### src/rtl/gtech_arb_pkg.sv
// Shared types and helpers for the round-robin arbiter.
//   arb_state_t : FSM state encoding (IDLE / HOLD)
//   thermo      : thermometer mask with bits 0..idx set (limited to n bits)
//   lsb_onehot  : isolates the lowest set bit of a vector
//   onehot2idx  : binary index of a one-hot vector
// All helpers work on MAX_N-bit vectors; callers zero-extend / truncate.
package gtech_arb_pkg;

  localparam int unsigned MAX_N = 16;

  typedef enum logic {
    IDLE = 1'b0,
    HOLD = 1'b1
  } arb_state_t;

  function automatic logic [MAX_N-1:0] thermo(input int unsigned idx, input int unsigned n);
    logic [MAX_N-1:0] t;
    t = '0;
    for (int unsigned k = 0; k < MAX_N; k++) begin
      if ((k <= idx) && (k < n)) t[k] = 1'b1;
    end
    return t;
  endfunction

  // Two's-complement trick: vec & -vec keeps only the lowest set bit.
  function automatic logic [MAX_N-1:0] lsb_onehot(input logic [MAX_N-1:0] vec);
    return vec & (~vec + MAX_N'(1));
  endfunction

  function automatic logic [3:0] onehot2idx(input logic [MAX_N-1:0] vec);
    logic [3:0] idx;
    idx = '0;
    for (int k = 0; k < MAX_N; k++) begin
      if (vec[k]) idx = idx | 4'(k);
    end
    return idx;
  endfunction

endpackage

### src/rtl/gtech_rr_arbiter_rr_pick.sv
// Combinational round-robin winner picker.
//   req     : request vector
//   last    : index of the most recent grant (priority pointer)
//   excl    : requesters to leave out of this arbitration
//   win_oh  : one-hot winner (zero when nothing eligible)
//   win_idx : binary index of the winner
//   win_vld : at least one eligible requester
// Candidates strictly above last win first (AND-NOT with a thermometer of
// last); if none exist the search wraps to the lowest eligible bit.
module rr_pick
  import gtech_arb_pkg::*;
#(
  parameter int N  = 4,
  parameter int IW = 2
) (
  input  logic [N-1:0]  req,
  input  logic [IW-1:0] last,
  input  logic [N-1:0]  excl,
  output logic [N-1:0]  win_oh,
  output logic [IW-1:0] win_idx,
  output logic          win_vld
);

  logic [MAX_N-1:0] cand;
  logic [MAX_N-1:0] above;
  logic [MAX_N-1:0] pick;

  always_comb begin
    cand        = '0;
    cand[N-1:0] = req & ~excl;
    above       = cand & ~thermo(int'(last), N);
    pick        = (above != '0) ? lsb_onehot(above) : lsb_onehot(cand);
  end

  assign win_oh  = pick[N-1:0];
  assign win_idx = IW'(onehot2idx(pick));
  assign win_vld = |cand;

  // Bits above N are always zero; tie them off so they read as intentional.
  if (N < MAX_N) begin : g_hi
    logic unused_hi;
    assign unused_hi = ^pick[MAX_N-1:N];
  end

endmodule

### src/rtl/gtech_rr_arbiter.sv
// Round-robin arbiter with hold-until-release and optional hold timeout.
//   CP        : clock, rising edge
//   CD        : asynchronous active-low reset
//   REQ[N]    : request vector
//   GNT[N]    : registered one-hot (or zero) grant
//   GNT_IDX   : binary index of the owner, meaningful while BUSY
//   BUSY      : resource owned (OR of GNT)
//   TIMEOUT   : one-cycle pulse in the cycle after a forced release
//   state_dbg : current FSM state
// Handshake: a requester raises REQ and keeps it high for as long as it wants
// or uses the resource; GNT follows one edge later and stays up until the
// edge that samples REQ low (or the hold limit). The owner's GNT is still high
// in the cycle it drops REQ, so the resource must qualify use with REQ & GNT.
module gtech_rr_arbiter
  import gtech_arb_pkg::*;
#(
  parameter int N        = 4,
  parameter int MAX_HOLD = 16,
  parameter int IW       = $clog2(N)
) (
  input  logic          CP,
  input  logic          CD,
  input  logic [N-1:0]  REQ,
  output logic [N-1:0]  GNT,
  output logic [IW-1:0] GNT_IDX,
  output logic          BUSY,
  output logic          TIMEOUT,
  output arb_state_t    state_dbg
);

  localparam int            CW        = (MAX_HOLD > 0) ? $clog2(MAX_HOLD + 1) : 1;
  localparam logic [CW-1:0] CNT_LAST  = (MAX_HOLD > 0) ? CW'(MAX_HOLD - 1) : '0;
  localparam logic [IW-1:0] LAST_INIT = IW'(N - 1);

  arb_state_t    state_q, state_d;
  logic [N-1:0]  gnt_q, gnt_d;
  logic [IW-1:0] idx_q, idx_d;
  logic [IW-1:0] last_q, last_d;
  logic [CW-1:0] cnt_q, cnt_d;
  logic          to_q, to_d;

  logic          own_req;
  logic          hold_limit;
  logic          forced;
  logic [N-1:0]  excl;
  logic [N-1:0]  win_oh;
  logic [IW-1:0] win_idx;
  logic          win_vld;

  assign own_req    = REQ[idx_q];
  assign hold_limit = (MAX_HOLD != 0) && (cnt_q == CNT_LAST);
  assign forced     = (state_q == HOLD) && own_req && hold_limit;
  // On a forced release the current owner sits out this arbitration.
  assign excl       = forced ? gnt_q : '0;

  rr_pick #(
    .N  (N),
    .IW (IW)
  ) u_pick (
    .req     (REQ),
    .last    (last_q),
    .excl    (excl),
    .win_oh  (win_oh),
    .win_idx (win_idx),
    .win_vld (win_vld)
  );

  // State and output registers.
  always_ff @(posedge CP or negedge CD) begin
    if (!CD) begin
      state_q <= IDLE;
      gnt_q   <= '0;
      idx_q   <= '0;
      last_q  <= LAST_INIT;
      cnt_q   <= '0;
      to_q    <= 1'b0;
    end else begin
      state_q <= state_d;
      gnt_q   <= gnt_d;
      idx_q   <= idx_d;
      last_q  <= last_d;
      cnt_q   <= cnt_d;
      to_q    <= to_d;
    end
  end

  // Next-state logic.
  always_comb begin
    state_d = state_q;
    gnt_d   = gnt_q;
    idx_d   = idx_q;
    last_d  = last_q;
    cnt_d   = cnt_q;
    to_d    = 1'b0;
    case (state_q)
      IDLE: begin
        if (win_vld) begin
          state_d = HOLD;
          gnt_d   = win_oh;
          idx_d   = win_idx;
          last_d  = win_idx;
          cnt_d   = '0;
        end
      end
      HOLD: begin
        if (!own_req) begin
          if (win_vld) begin
            gnt_d  = win_oh;
            idx_d  = win_idx;
            last_d = win_idx;
            cnt_d  = '0;
          end else begin
            state_d = IDLE;
            gnt_d   = '0;
          end
        end else if (hold_limit) begin
          to_d  = 1'b1;
          cnt_d = '0;
          if (win_vld) begin
            gnt_d  = win_oh;
            idx_d  = win_idx;
            last_d = win_idx;
          end else begin
            // Nobody else waiting: re-grant the same owner.
            last_d = idx_q;
          end
        end else begin
          cnt_d = cnt_q + CW'(1);
        end
      end
      default: begin
        state_d = IDLE;
        gnt_d   = '0;
      end
    endcase
  end

  // Outputs.
  always_comb begin
    GNT       = gnt_q;
    GNT_IDX   = idx_q;
    BUSY      = |gnt_q;
    TIMEOUT   = to_q;
    state_dbg = state_q;
  end

endmodule

### config.mk
export PLATFORM = sky130hd
export DESIGN_NAME = gtech_rr_arbiter
export DESIGN_NICKNAME = d
export VERILOG_FILES = /design/src/rtl/gtech_arb_pkg.sv /design/src/rtl/gtech_rr_arbiter_rr_pick.sv /design/src/rtl/gtech_rr_arbiter.sv
export SDC_FILE = /design/constraint.sdc
export NUM_CORES = 1
export LEC_CHECK = 0
export BUFFER_PORTS_ARGS = -buffer_cell sky130_fd_sc_hd__buf_2
export CORE_MARGIN = 4
export CORE_UTILIZATION = 37
export DETAILED_ROUTE_END_ITERATION = 8
export GPL_TIMING_DRIVEN = 0
export PLACE_DENSITY_LB_ADDON = 0.05
export SYNTH_ARGS = -nofsm -noshare
export SYNTH_HDL_FRONTEND = slang
export SYNTH_SLANG_ARGS = --single-unit
### constraint.sdc
create_clock -name CP -period 2.89 [get_ports CP]
set_input_delay 0.578 -clock CP [delete_from_list [all_inputs] [get_ports CP]]
set_output_delay 0.578 -clock CP [all_outputs]
set_load 0.02 [all_outputs]
After elaboration in Yosys (flattened, before gate mapping)
Index checks and enable logic that the tools add are counted.

storage, ports and cells
  logic and storage cells = 70
  output and inout bits = 9
  input bits = 6
  flip-flop bits (word level) = 15

cells by class
  reduce and logical (&&, ||, !) cells = 5
  $lt $le $gt $ge = 4
  $add $sub $neg = 3
  bitwise gates (word level) = 9
  multiplexer cells = 41
  equal/unequal tests = 2

operator list
  operator                                                                         count
  16-bit by 1-bit adder with 16-bit output, second input constant                  2
  4-bit by 16-bit bitwise AND with 16-bit output                                   2
  4-bit NOT with 16-bit output                                                     2
  2-bit two-way mux                                                                13
  4-bit two-way mux                                                                5
  16-bit bitwise AND                                                               1
  16-bit two-way mux                                                               1
  16-bit NOT                                                                       1
  16-bit nonzero test                                                              1
  5-bit two-way mux                                                                3
  1-bit two-way mux                                                                13
  5-bit case mux with 2 select lines                                               1
  2-bit case mux with 2 select lines                                               2
  4-bit case mux with 2 select lines                                               1
  4-bit OR reduction                                                               2
  5-bit by 1-bit adder with 5-bit output, second input constant                    1
  5-bit by 4-bit == test with 1-bit output, second input constant                  1
  4-bit bitwise AND                                                                1
  2-bit less-or-equal comparator, first input constant                             2
  4-bit NOT                                                                        1
  2-bit by 3-bit < comparator with 1-bit output, second input constant             1
  3-bit by 2-bit != test with 1-bit output, second input constant                  1
  1-bit binary-select mux with 2-bit select                                        1
  1-bit by 2-bit less-or-equal comparator with 1-bit output, first input constant  1
  3 further kinds                                                                  4

Depth between registers and ports, before layout
Gate-level depths: netlist of run 1.

  depth in word-level cells = 28
  gate-level depth with buffers = 7
  mapped depth without buffers = 7

Hierarchy
Synthesis of run 1 repeated with hierarchy kept, for this count alone.

second synthesis, totals
  cell total of the unflattened synthesis = 105
  area, all modules = 1058.5 um^2

by module, submodules not included
  module            sequential area each (um^2)  instances  area each (um^2)  cells each
  gtech_rr_arbiter  377.9                        1          812.0             70
  rr_pick           0.0                          1          246.5             35

Least setup slack after synthesis of run 1
No wires, ideal clock.

  kind = register to register
  from = register idx_q[0] (netlist: GNT_IDX[0])
  to = register gnt_q[1] (netlist: GNT[1])
  arrival time = 2018 ps
  period minus slack after synthesis = 2142 ps
  stages on the path, launching flop included = 7
  library setup time = 124 ps
  path slack = 748 ps
  data required time = 2766 ps
  path buffers = 0
  path through = dfrtp_1 -> mux2_2 -> o2bb2ai_2 -> a31oi_2 -> nor4b_4 -> a2bb2oi_2 -> a211o_1

between the ends
  word-level cells in the longest chain between the ends = 16
  elaborated cells between the ends (all ways) = 23
  classes of those cells = add/sub (2); eq/ne (1); mux (9); bitwise (7); reduce/logical (4)

RTL lines
  item                                            line                                             text
  start, declared                                 gtech_rr_arbiter.sv:37                           logic [IW-1:0] idx_q, idx_d;
  start signal, assigned                          gtech_rr_arbiter.sv:80                           idx_q <= idx_d;
  1-bit binary-select mux with 2-bit select *     gtech_rr_arbiter.sv:50                           assign own_req = REQ[idx_q];
  1-bit two-way mux (implied by the code) *       gtech_rr_arbiter.sv:50
  1-bit logical AND (2 in series)                 gtech_rr_arbiter.sv:52                           assign forced = (state_q == HOLD) && own_req && hold_limit;
  4-bit two-way mux                               gtech_rr_arbiter.sv:54                           assign excl = forced ? gnt_q : '0;
  4-bit NOT                                       gtech_rr_arbiter_rr_pick.sv:30                   cand[N-1:0] = req & ~excl;
  4-bit bitwise AND                               gtech_rr_arbiter_rr_pick.sv:30
  4-bit by 16-bit bitwise AND with 16-bit output  gtech_rr_arbiter_rr_pick.sv:31                   above = cand & ~thermo(int'(last), N);
  16-bit NOT                                      gtech_arb_pkg.sv:27                              return vec & (~vec + MAX_N'(1));
  16-bit by 1-bit adder with 16-bit output        gtech_arb_pkg.sv:27
  16-bit bitwise AND                              gtech_arb_pkg.sv:27
  16-bit two-way mux                              gtech_rr_arbiter_rr_pick.sv:32                   pick = (above != '0) ? lsb_onehot(above) : lsb_onehot(cand);
  4-bit two-way mux                               gtech_rr_arbiter.sv:97, gtech_rr_arbiter.sv:119
  4-bit two-way mux                               gtech_rr_arbiter.sv:116                          end else if (hold_limit) begin
  4-bit two-way mux                               gtech_rr_arbiter.sv:106                          if (!own_req) begin
  4-bit case mux with 2 select lines              gtech_rr_arbiter.sv:95                           case (state_q)
  end signal, assigned                            gtech_rr_arbiter.sv:79                           gnt_q <= gnt_d;
  end, declared                                   gtech_rr_arbiter.sv:36                           logic [N-1:0] gnt_q, gnt_d;

Every way passes the cells marked *; elsewhere a longest branch is shown, timed or not. The select of a mux whose other input is x is not followed.
A chain may end at the register's enable or synchronous reset.

Final worst setup path of run 1
  from = register cnt_q[0]
  to = register gnt_q[2] (netlist: GNT[2])

between the ends
  word-level cells in the longest chain between the ends = 14
  elaborated cells between the ends (all ways) = 21
  classes of those cells = add/sub (2); eq/ne (2); mux (7); bitwise (7); reduce/logical (3)

RTL lines
  item                                            line                                             text
  start, declared                                 gtech_rr_arbiter.sv:39                           logic [CW-1:0] cnt_q, cnt_d;
  start signal, assigned                          gtech_rr_arbiter.sv:82                           cnt_q <= cnt_d;
  5-bit by 4-bit == test with 1-bit output *      gtech_rr_arbiter.sv:51                           assign hold_limit = (MAX_HOLD != 0) && (cnt_q == CNT_LAST);
  1-bit logical AND                               gtech_rr_arbiter.sv:52
  4-bit two-way mux                               gtech_rr_arbiter.sv:54
  4-bit NOT                                       gtech_rr_arbiter_rr_pick.sv:30
  4-bit bitwise AND                               gtech_rr_arbiter_rr_pick.sv:30
  4-bit by 16-bit bitwise AND with 16-bit output  gtech_rr_arbiter_rr_pick.sv:31
  16-bit NOT                                      gtech_arb_pkg.sv:27
  16-bit by 1-bit adder with 16-bit output        gtech_arb_pkg.sv:27
  16-bit bitwise AND                              gtech_arb_pkg.sv:27
  16-bit two-way mux                              gtech_rr_arbiter_rr_pick.sv:32
  4-bit two-way mux                               gtech_rr_arbiter.sv:97, gtech_rr_arbiter.sv:119
  4-bit two-way mux                               gtech_rr_arbiter.sv:116
  4-bit two-way mux                               gtech_rr_arbiter.sv:106
  4-bit case mux with 2 select lines              gtech_rr_arbiter.sv:95

Marks and branches as above.

==> impl_metrics.env, run 1 <==
export IMPL_routedWlPerCell_um=15.5
export IMPL_io_pins=15
export IMPL_fin_tns_setup_ns=0
export IMPL_final_instance_count_excl_fill=151
export IMPL_finalCritPeriodShare=0.856
export IMPL_post_synth_top_count_cell="o21ai_0"
export IMPL_rsz0062_at_grt="no"
export IMPL_synth_flop_cell="dfrtp_1"
export IMPL_syn_nets=110
export IMPL_root_buffer="clkbuf_4"
export IMPL_slew_headroom=0.608
export IMPL_fin_worst_skew_ns=0.00412
export IMPL_dr_pass1_iters=4
export IMPL_crit_family="compound AO/OA/AOI/OAI gates"
export IMPL_synthCells=103
export IMPL_pre_cts_ws_ns=0.337
export IMPL_fp_dieArea_mm2=0.00345
export IMPL_ir_drop_mv=0.439
export IMPL_clock_path_buffers=2
export IMPL_grt_pass1_vias=873
export IMPL_cp_max_fo=9
export IMPL_coreArea_mm2=0.00245
export IMPL_h_tree_depth=1
export IMPL_yosysSeqAreaShare=0.397
export IMPL_fin_ws_ns=0.417
export IMPL_fmax_ghz=0.404
export IMPL_synth_top_area_frac=0.342
export IMPL_cp_start_kind="flop"
export IMPL_required_ns=3.11
export IMPL_viasPerCell=5.90
export IMPL_grt_ovfl_total=0
export IMPL_via_count=891
export IMPL_wirelength_um=2340
export IMPL_grt_max_degree=16
export IMPL_n_fill_cell=241
export IMPL_drv_cap=0
export IMPL_cts_sinks=15
export IMPL_place_hpwl_um=1770
export IMPL_cts_tree="built"
export IMPL_hold_ws_ns=0.186
export IMPL_finalSetupViolations=0
export IMPL_clk_latency_ns=0.28
export IMPL_finalHoldViolations=0
export IMPL_cp_cell_sequence="ha_1 -> and4b_2 -> nand2_1 -> o21ai_1 -> nor4b_4 -> a2bb2oi_2 -> a32o_1"
export IMPL_cp_end_kind="flop"
export IMPL_crit_type="flop to flop"
export IMPL_placed_cells=147
export IMPL_power_leakage_uw=0.000472
export IMPL_yosys_top_cells_count="o21ai_0 (18), dfrtp_1 (13), nand2_1 (12), nor2_1 (9), inv_1 (5)"
export IMPL_core_rowCount=18
export IMPL_post_cts_resized=0
export IMPL_cp_num_buf_inv=0
export IMPL_synthTopCellsByArea="dfrtp_1 (34%), o21ai_0 (9.5%), dfstp_2 (5.5%)"
export IMPL_cts_buffers=3
export IMPL_place_congestion=0.762
export IMPL_drtAntennaViolNets=0
export IMPL_layout_drive_gt1_share=0.256
export IMPL_path_clk_slew_ns=0.09
export IMPL_syn_area_um2=951
export IMPL_cpMaxStageDelayCell="nor4b_4"
export IMPL_holdBufCountCts=0
export IMPL_diodes=0
export IMPL_grt_antenna_before_repair=0
export IMPL_die_h_um=58.7
export IMPL_yosysWarnings=0
export IMPL_drcViolationCount=0
export IMPL_ys_types=42
export IMPL_async_flop_share=1.00
export IMPL_portBuffers=14
export IMPL_synth_edf_count=0
export IMPL_initial_core_util=0.387
export IMPL_yosys_area_top_type="dfrtp_1"
export IMPL_synth_seq_cells=15
export IMPL_grtUsageTotal=0.157
export IMPL_grt_first_pass_wirelength_um=4100
export IMPL_areaGrowthSynthToFinish_pct=14.1
export IMPL_slew_violations=0
export IMPL_power_density_mw_per_mm2=925
export IMPL_post_cts_buffers=0
export IMPL_critPathArrivalTime_ns=2.69
export IMPL_drt_iter0_markers=27
export IMPL_worstMarginPinSlew_ns=0.586
export IMPL_critical_path_max_stage_delay_ns=0.48
export IMPL_layout_nets=129
export IMPL_worstHoldPathType="primary input to asynchronous set/reset pin"
export IMPL_syn_avg_cell_area_um2=9.23
export IMPL_dieWidth_um=58.7
export IMPL_status="finished, final reports clean"
export IMPL_min_period_ns=2.47
==> where the power goes <==
| group | internal, µW | total, µW | switching, µW |
|---|---|---|---|
| registers | 289 | 375 | 86.6 |
| logic | 190 | 508 | 318 |
| clock network | 53.6 | 120 | 66.6 |
| total | 532 | 1000 | 471 |
==> path summary, 6_finish.rpt <==
check                                   start               endpoint  slack [ns]  cells after the start
setup / recovery           cnt_q[0]$_DFF_PN0_     GNT[2]$_DFFE_PN0P_        0.42                      7
max in group asynchronous                  CD  last_q[0]$_DFFE_PN1P_        2.41                      1
hold reg to reg            cnt_q[4]$_DFF_PN0_     cnt_q[4]$_DFF_PN0_        0.51                      1
hold / removal                             CD      TIMEOUT$_DFF_PN0_        0.19                      1
setup reg to reg           cnt_q[0]$_DFF_PN0_     GNT[2]$_DFFE_PN0P_        0.42                      7
min in group CP            cnt_q[4]$_DFF_PN0_     cnt_q[4]$_DFF_PN0_        0.51                      1
==> area by class of cell <==
type	instances	area, µm²	share of cell area
well taps	30	37.5	0.0346
repair buffers	14	70.1	0.0646
multi-input cells	82	549	0.506
flip-flops and latches	15	378	0.348
inverters	5	18.8	0.0173
clock buffers	4	26.3	0.0242
plain buffers	1	5.00	0.00461
==> state kept, by name, indices dropped and copies added (netlist names) <==
name / count
last_q: 2
TIMEOUT: 1
GNT_IDX: 2
state_dbg: 1
GNT: 4
cnt_q: 5
==> per-layer routing <==
metal,vias up,track usage,wire length (µm)
li1,437,-,-
met1,434,0.198,1060
met2,15,0.258,1150
met3,5,0.0263,90
met4,0,0.0777,38
met5,-,0,0
==> metrics by stage <==
stage | power (µW) | utilization | area [µm²]
after CTS | 1010 | 0.442 | 1080
after global placement | 885 | 0.431 | 1060
after global routing | 1090 | 0.442 | 1080
final | 1000 | 0.442 | 1080
after detailed placement | 889 | 0.431 | 1060
after floorplan | 734 | - | 951
==> cell usage in the layout (no fill, tap or decap), drive strengths merged, types with 2 or more instances in the layout <==
master and count:
dfrtp 13, o211ai 3, nand2 12, dfstp 2, o21a 2, a31oi 4, inv 5, buf 15
nand3 4, nor2 9, clkbuf 4, a32o 2, nor3 2, o21ai 19, a2bb2oi 3
==> kinds of logic (layout without fill, tap and decap cells) <==
group | Yosys count | in the layout | share of synthesized area
flops | 15 | 15 | 0.397
buf+inv | 6 | 24 | 0.0250
fa+ha+maj | 1 | 1 | 0.0132
mux | 2 | 2 | 0.0224
simple gates | 36 | 36 | 0.209
compound gates | 43 | 43 | 0.333
Note: power is estimated with default switching activity, not from simulation.
==> inputs of run 2 (changes only) <==
ABC_AREA = 1   (was not set)
RECOVER_POWER = 100   (was not set)
SYNTH_HIERARCHICAL = 1   (was not set)
==> run 2 against run 1 <==
  * Clock power barely moved
  * Power rose by 7.1%
  * Via count fell by 3.8%
  * Combinational power rose by 16%
  * Non-clock buffer count rose by 1
  * Worst setup slack improved by 0.019 ns
  * Hold slack improved by 0.18 ns
  * First-iteration DRC count fell by 37%
  * Sequential share of layout area fell by 1.5 points
  * Clock skew rose by 0.0038 ns
  * Cell area rose by 4.4%
  * Wire length fell by 8.5%
==> impl_metrics.env, run 2 <==
export IMPL_status="finished, final reports clean"
export IMPL_h_tree_depth=1
export IMPL_cts_tree="built"
export IMPL_power_density_mw_per_mm2=950
export IMPL_cts_sinks=15
export IMPL_fp_dieArea_mm2=0.00368
export IMPL_dr_pass1_iters=4
export IMPL_rsz0062_at_grt="no"
export IMPL_drtAntennaViolNets=0
export IMPL_root_buffer="clkbuf_4"
export IMPL_synth_flop_cell="dfrtp_1"
export IMPL_layout_commonest_cell="nand2_1"
export IMPL_fin_worst_skew_ns=0.00792
export IMPL_core_rowCount=18
export IMPL_io_pins=15
export IMPL_worstHoldPathType="primary input to asynchronous set/reset pin"
export IMPL_clk_latency_ns=0.28
export IMPL_post_cts_buffers=0
export IMPL_post_cts_resized=0
export IMPL_hold_ws_ns=0.366
export IMPL_holdBufCountCts=0
export IMPL_drt_iter0_markers=17
export IMPL_power_frac_seq=0.335
export IMPL_synthTopCellsByArea="dfrtp_1 (32%), nand2_1 (14%), nand3_2 (7.8%)"
export IMPL_yosysSeqAreaShare=0.368
export IMPL_fin_tns_setup_ns=0
export IMPL_grt_first_pass_wirelength_um=3820
export IMPL_min_period_ns=2.45
export IMPL_drv_cap=0
export IMPL_path_clk_slew_ns=0.10
export IMPL_diodes=0
export IMPL_ir_drop_mv=0.468
export IMPL_yosys_top_cells_count="nand2_1 (39), inv_1 (15), dfrtp_1 (13), nand3_1 (10), nand3_2 (8)"
export IMPL_switching_power_uw=526
export IMPL_fin_total_pwr_uw=1080
export IMPL_fmax_ghz=0.408
export IMPL_grt_ovfl_total=0
export IMPL_cts_buffers=3
export IMPL_finalSetupViolations=0
export IMPL_coreArea_mm2=0.00257
export IMPL_grt_antenna_before_repair=0
export IMPL_yosys_area_top_type="dfrtp_1"
export IMPL_viasPerCell=4.87
export IMPL_worstMarginPinSlew_ns=0.854
export IMPL_place_congestion=0.804
export IMPL_synthCells=128
export IMPL_r2r_slack_ns=0.44
export IMPL_grt_pass1_vias=833
export IMPL_clock_path_buffers=2
export IMPL_grtUsageTotal=0.139
export IMPL_syn_nets=135
export IMPL_initial_core_util=0.400
export IMPL_required_ns=3.11
export IMPL_post_synth_top_count_cell="nand2_1"
export IMPL_areaGrowthSynthToFinish_pct=10.4
export IMPL_crit_type="flop to flop"
export IMPL_die_h_um=60.7
export IMPL_dieWidth_um=60.7
export IMPL_synth_edf_count=0
export IMPL_finalHoldViolations=0
export IMPL_clkPwrFrac=0.115
export IMPL_syn_avg_cell_area_um2=8.02
export IMPL_slew_headroom=0.431
export IMPL_p_int_uw=550
export IMPL_cp_max_fo=10
export IMPL_grt_max_degree=16
export IMPL_wirelength_um=2140
export IMPL_synth_seq_cells=15
export IMPL_portBuffers=14
export IMPL_layout_nets=154
export IMPL_finalInstanceArea_mm2=0.00113
export IMPL_yosysWarnings=6
export IMPL_cp_start_kind="flop"
export IMPL_drcViolationCount=0
export IMPL_power_leakage_uw=0.000560
export IMPL_routedWlPerCell_um=12.1
export IMPL_synth_top_area_frac=0.317
export IMPL_ys_types=25
export IMPL_p_comb_frac=0.550
export IMPL_async_flop_share=1.00
export IMPL_place_hpwl_um=1690
export IMPL_largest_register="cnt_q"
export IMPL_largest_reg_flops=5
export IMPL_via_count=857
export IMPL_finalCritPeriodShare=0.849
export IMPL_final_cell_mix="nand2_1 (39), inv_1 (15), dfrtp_1 (13)"
export IMPL_syn_area_mm2=0.00103
export IMPL_cp_end_kind="flop"
export IMPL_post_dp_cell_area_mm2=0.00113
export IMPL_critPathArrivalTime_ns=2.68
export IMPL_slew_violations=0
export IMPL_layout_drive_gt1_share=0.247
export IMPL_switching_share=0.489
run 2: cell count changes after synthesis, sizes merged, moves of 2 or more:
cell	previous run	this run
nor3	2	0
o21a	2	0
a31oi	4	0
inv	5	19
a32o	2	0
nand3	4	19
a2bb2oi	3	0
o211ai	3	0
nand4	1	5
nand2	12	44
o21ai	19	7
run 2: per-stage QoR:
step / setup slack [ns] / cells / utilization
after global placement: 0.321 / 172 / 0.442
after detailed placement: 0.287 / 172 / 0.442
after CTS: 0.468 / 176 / 0.452
after global routing: 0.106 / 176 / 0.441
final: 0.436 / 176 / 0.441
after floorplan: 0.777 / 128 / -
run 2: cell type report:
| type | count | area, µm² |
|---|---|---|
| Fill cell | 301 | 1440 |
| Multi-Input combinational cell | 92 | 534 |
| Sequential cell | 15 | 378 |
| Inverter | 19 | 71.3 |
| Timing Repair Buffer | 14 | 57.6 |
| Tap cell | 30 | 37.5 |
| Buffer | 2 | 27.5 |
| Clock buffer | 4 | 26.3 |
run 2: final timing paths:
check | endpoint | startpoint | cells past startpoint
max | GNT[3]$_DFFE_PN0P_ | GNT_IDX[0]$_DFFE_PN0P_ | 16
min | GNT_IDX[1]$_DFFE_PN0P_ | CD | 1
max reg2reg | GNT[3]$_DFFE_PN0P_ | GNT_IDX[0]$_DFFE_PN0P_ | 16
min reg2reg | last_q[0]$_DFFE_PN1P_ | last_q[0]$_DFFE_PN1P_ | 2
max in group asynchronous | GNT[2]$_DFFE_PN0P_ | CD | 1
min in group CP | last_q[0]$_DFFE_PN1P_ | last_q[0]$_DFFE_PN1P_ | 2
run 2: critical path, stage by stage (launching register included):
cell and delay, ns:
dfrtp_1 0.42, inv_2 0.09, nand2_1 0.06, nand3_2 0.12, nand3_4 0.16, nor2_1 0.22, inv_2 0.07, nor2_1 0.20
inv_1 0.06, nand2_1 0.12, nand4_1 0.10, buf_4 0.19, inv_1 0.21, nand2_1 0.09, nand2_1 0.15, nand2_1 0.07
nand2_1 0.06
run 2: routing by layer:
metal / track usage / vias up / share of wire
met1: 0.193 / 391 / 0.48
met5: 0 / - / 0
met3: 0.0404 / 2 / 0.059
met4: 0.0279 / 0 / 0.0070
met2: 0.215 / 19 / 0.45
li1: - / 445 / -
run 2: cells by family after synthesis:
kind of cell | after synthesis | synth area share
AOI/OAI and AO/OA | 9 | 0.0585
adders and majority gates | 1 | 0.0122
buffers and inverters | 21 | 0.0963
xor gates and xnor gates | 2 | 0.0171
DFF | 15 | 0.368
and+or+nand+nor | 80 | 0.448
run 2: power by group through the flow:
| stage | logic, µW | registers [µW] | clock network [µW] |
|---|---|---|---|
| finish | 591 | 361 | 123 |
| global placement | 641 | 362 | 0 |
| global route | 672 | 374 | 140 |
| CTS | 643 | 360 | 131 |
| floorplan | 450 | 402 | 0 |
| detailed placement | 641 | 363 | 0 |
==> inputs of run 3 (changes only) <==
clock period = 2.4 ns   (was 2.89 ns; I/O delays follow)
==> run 3 against run 2 <==
  * Hold slack lost 0.11 ns
  * Die area unchanged
  * Power up 30%
  * Utilization increased by 1.9 points
  * Critical endpoint is now GNT_IDX[0]$_DFFE_PN0P_
  * Largest power group unchanged
==> impl_metrics.env, run 3 (same netlist as run 2, synthesis figures left out) <==
export IMPL_grt_util_met1=0.192
export IMPL_drcViolationCount=0
export IMPL_slew_headroom=0.439
export IMPL_busiest_layer="met2"
export IMPL_cp_start_kind="flop"
export IMPL_wirelength_um=2170
export IMPL_clkPwrFrac=0.107
export IMPL_io_pins=15
export IMPL_drt_iter0_markers=19
export IMPL_diodes=0
export IMPL_fin_tns_setup_ns=0
export IMPL_grt_pass1_vias=836
export IMPL_grt_antenna_before_repair=0
export IMPL_grt_ovfl_total=0
export IMPL_grt_max_degree=16
export IMPL_worst_r2r_endpoint="GNT_IDX[0]$_DFFE_PN0P_"
export IMPL_min_period_ns=2.14
export IMPL_ir_drop_mv=0.600
export IMPL_grt_first_pass_wirelength_um=3820
export IMPL_dieWidth_um=60.7
export IMPL_finalCritPeriodShare=0.890
export IMPL_cp_max_fo=9
export IMPL_drv_cap=0
export IMPL_critPathArrivalTime_ns=2.36
export IMPL_final_cell_mix="nand2_1 (40), inv_1 (14), dfrtp_1 (13)"
export IMPL_grtUsageTotal=0.139
export IMPL_coreArea_mm2=0.00257
export IMPL_n_fill_cell=298
export IMPL_fin_ws_ns=0.264
export IMPL_drtAntennaViolNets=0
export IMPL_via_count=879
export IMPL_largest_register="cnt_q"
export IMPL_pre_cts_ws_ns=-0.105
export IMPL_initial_core_util=0.400
export IMPL_core_rowCount=18
export IMPL_place_congestion=0.804
export IMPL_rsz0062_at_grt="no"
export IMPL_post_dp_cell_area_mm2=0.00113
export IMPL_power_frac_seq=0.311
export IMPL_cts_buffers=3
export IMPL_fp_dieArea_mm2=0.00368
export IMPL_finalHoldViolations=0
export IMPL_placed_cells=172
export IMPL_switching_power_uw=666
export IMPL_finalInstanceArea_mm2=0.00118
export IMPL_layout_commonest_cell="nand2_1"
export IMPL_final_instance_count_excl_fill=180
export IMPL_r2r_slack_ns=0.26
export IMPL_p_comb_frac=0.581
export IMPL_worstMarginPinSlew_ns=0.841
export IMPL_status="finished, final reports clean"
export IMPL_slew_violations=0
export IMPL_required_ns=2.63
export IMPL_fmax_ghz=0.468
export IMPL_clk_latency_ns=0.29
export IMPL_cts_sinks=15
export IMPL_portBuffers=14
export IMPL_crit_type="flop to flop"
export IMPL_root_buffer="clkbuf_4"
export IMPL_r2r_cells=12
export IMPL_power_leakage_uw=0.000564
export IMPL_clock_path_buffers=2
export IMPL_viasPerCell=4.88
export IMPL_cp_end_kind="flop"
export IMPL_dr_pass1_iters=4
export IMPL_die_h_um=60.7
export IMPL_holdBufCountCts=0
export IMPL_place_hpwl_um=1690
export IMPL_switching_share=0.477
export IMPL_layout_nets=158
export IMPL_path_clk_slew_ns=0.10
export IMPL_power_density_mw_per_mm2=1180
export IMPL_p_int_uw=729
export IMPL_cts_tree="built"
export IMPL_finalSetupViolations=0
export IMPL_worstHoldPathType="primary input to asynchronous set/reset pin"
export IMPL_h_tree_depth=1
export IMPL_layout_drive_gt1_share=0.307
export IMPL_use_met3=0.0404
export IMPL_worstReg2RegStart="cnt_q[0]$_DFF_PN0_"
export IMPL_grt_use_met2=0.217
export IMPL_areaGrowthSynthToFinish_pct=15.0
export IMPL_fin_worst_skew_ns=0.00983
export IMPL_largest_reg_flops=5
export IMPL_routedWlPerCell_um=12.1
run 3: how the worst max path moves through the flow:
stage,endpoint,slack (ns),start,cells past startpoint
after global placement,GNT[3]$_DFFE_PN0P_,-0.07,REQ[3],16
after CTS,GNT[1]$_DFFE_PN0P_,0.06,GNT_IDX[0]$_DFFE_PN0P_,16
after floorplan,GNT[0]$_DFFE_PN0P_,0.30,GNT_IDX[0]$_DFFE_PN0P_,16
after global routing,GNT_IDX[0]$_DFFE_PN0P_,0.002,GNT_IDX[0]$_DFFE_PN0P_,14
final,GNT_IDX[0]$_DFFE_PN0P_,0.26,cnt_q[0]$_DFF_PN0_,12
after detailed placement,GNT[1]$_DFFE_PN0P_,-0.10,REQ[3],16
run 3: layout make-up:
| type | count | area (µm²) | area share |
|---|---|---|---|
| Inverter | 19 | 75.1 | 0.0636 |
| Clock buffer | 4 | 26.3 | 0.0223 |
| Buffer | 2 | 27.5 | 0.0233 |
| Sequential cell | 15 | 378 | 0.320 |
| Multi-Input combinational cell | 92 | 547 | 0.463 |
| Tap cell | 30 | 37.5 | 0.0318 |
| Timing Repair Buffer | 18 | 88.8 | 0.0753 |
run 3: metal layers:
layer  routed length, µm  share of wire
met1                1040           0.48
met2                1000           0.46
met3                 114          0.053
met4                  15         0.0069
met5                   0              0
run 3: power by group through the flow:
| stage | clock, µW | combinational (µW) | sequential, µW |
|---|---|---|---|
| finish | 150 | 811 | 434 |
| floorplan | 0 | 541 | 484 |
| global placement | 0 | 772 | 435 |
| CTS | 158 | 774 | 433 |
| global route | 169 | 908 | 451 |
| detailed placement | 0 | 772 | 437 |
run 3: worst max-delay path: stages, from the launching register on:
cell	delay, ns
dfrtp_1	0.42
ha_2	0.25
nand4_4	0.15
nor2_4	0.15
inv_2	0.06
nor2_1	0.14
inv_1	0.06
nand2_1	0.12
nand4_1	0.09
buf_4	0.19
o21ai_0	0.28
nand2_1	0.11
o21ai_2	0.06
run 3: repair_timing:
| item | CTS | global route |
|---|---|---|
| gates resized for setup | 1 | 4 |
| endpoints found under the setup margin | 4 | 11 |
| setup buffers | 0 | 4 |
| endpoints found under the hold margin | 0 | 0 |
run 3: metrics by stage:
| step | utilization | hold WS [ns] | total power (µW) |
|---|---|---|---|
| 2_1_floorplan | - | 0.184 | 1030 |
| 3_3_place_gp | 0.442 | 0.415 | 1210 |
| 3_5_place_dp | 0.442 | 0.413 | 1210 |
| 4_1_cts | 0.453 | 0.0889 | 1370 |
| 5_1_grt | 0.460 | 0.311 | 1530 |
| 6_report | 0.460 | 0.259 | 1390 |
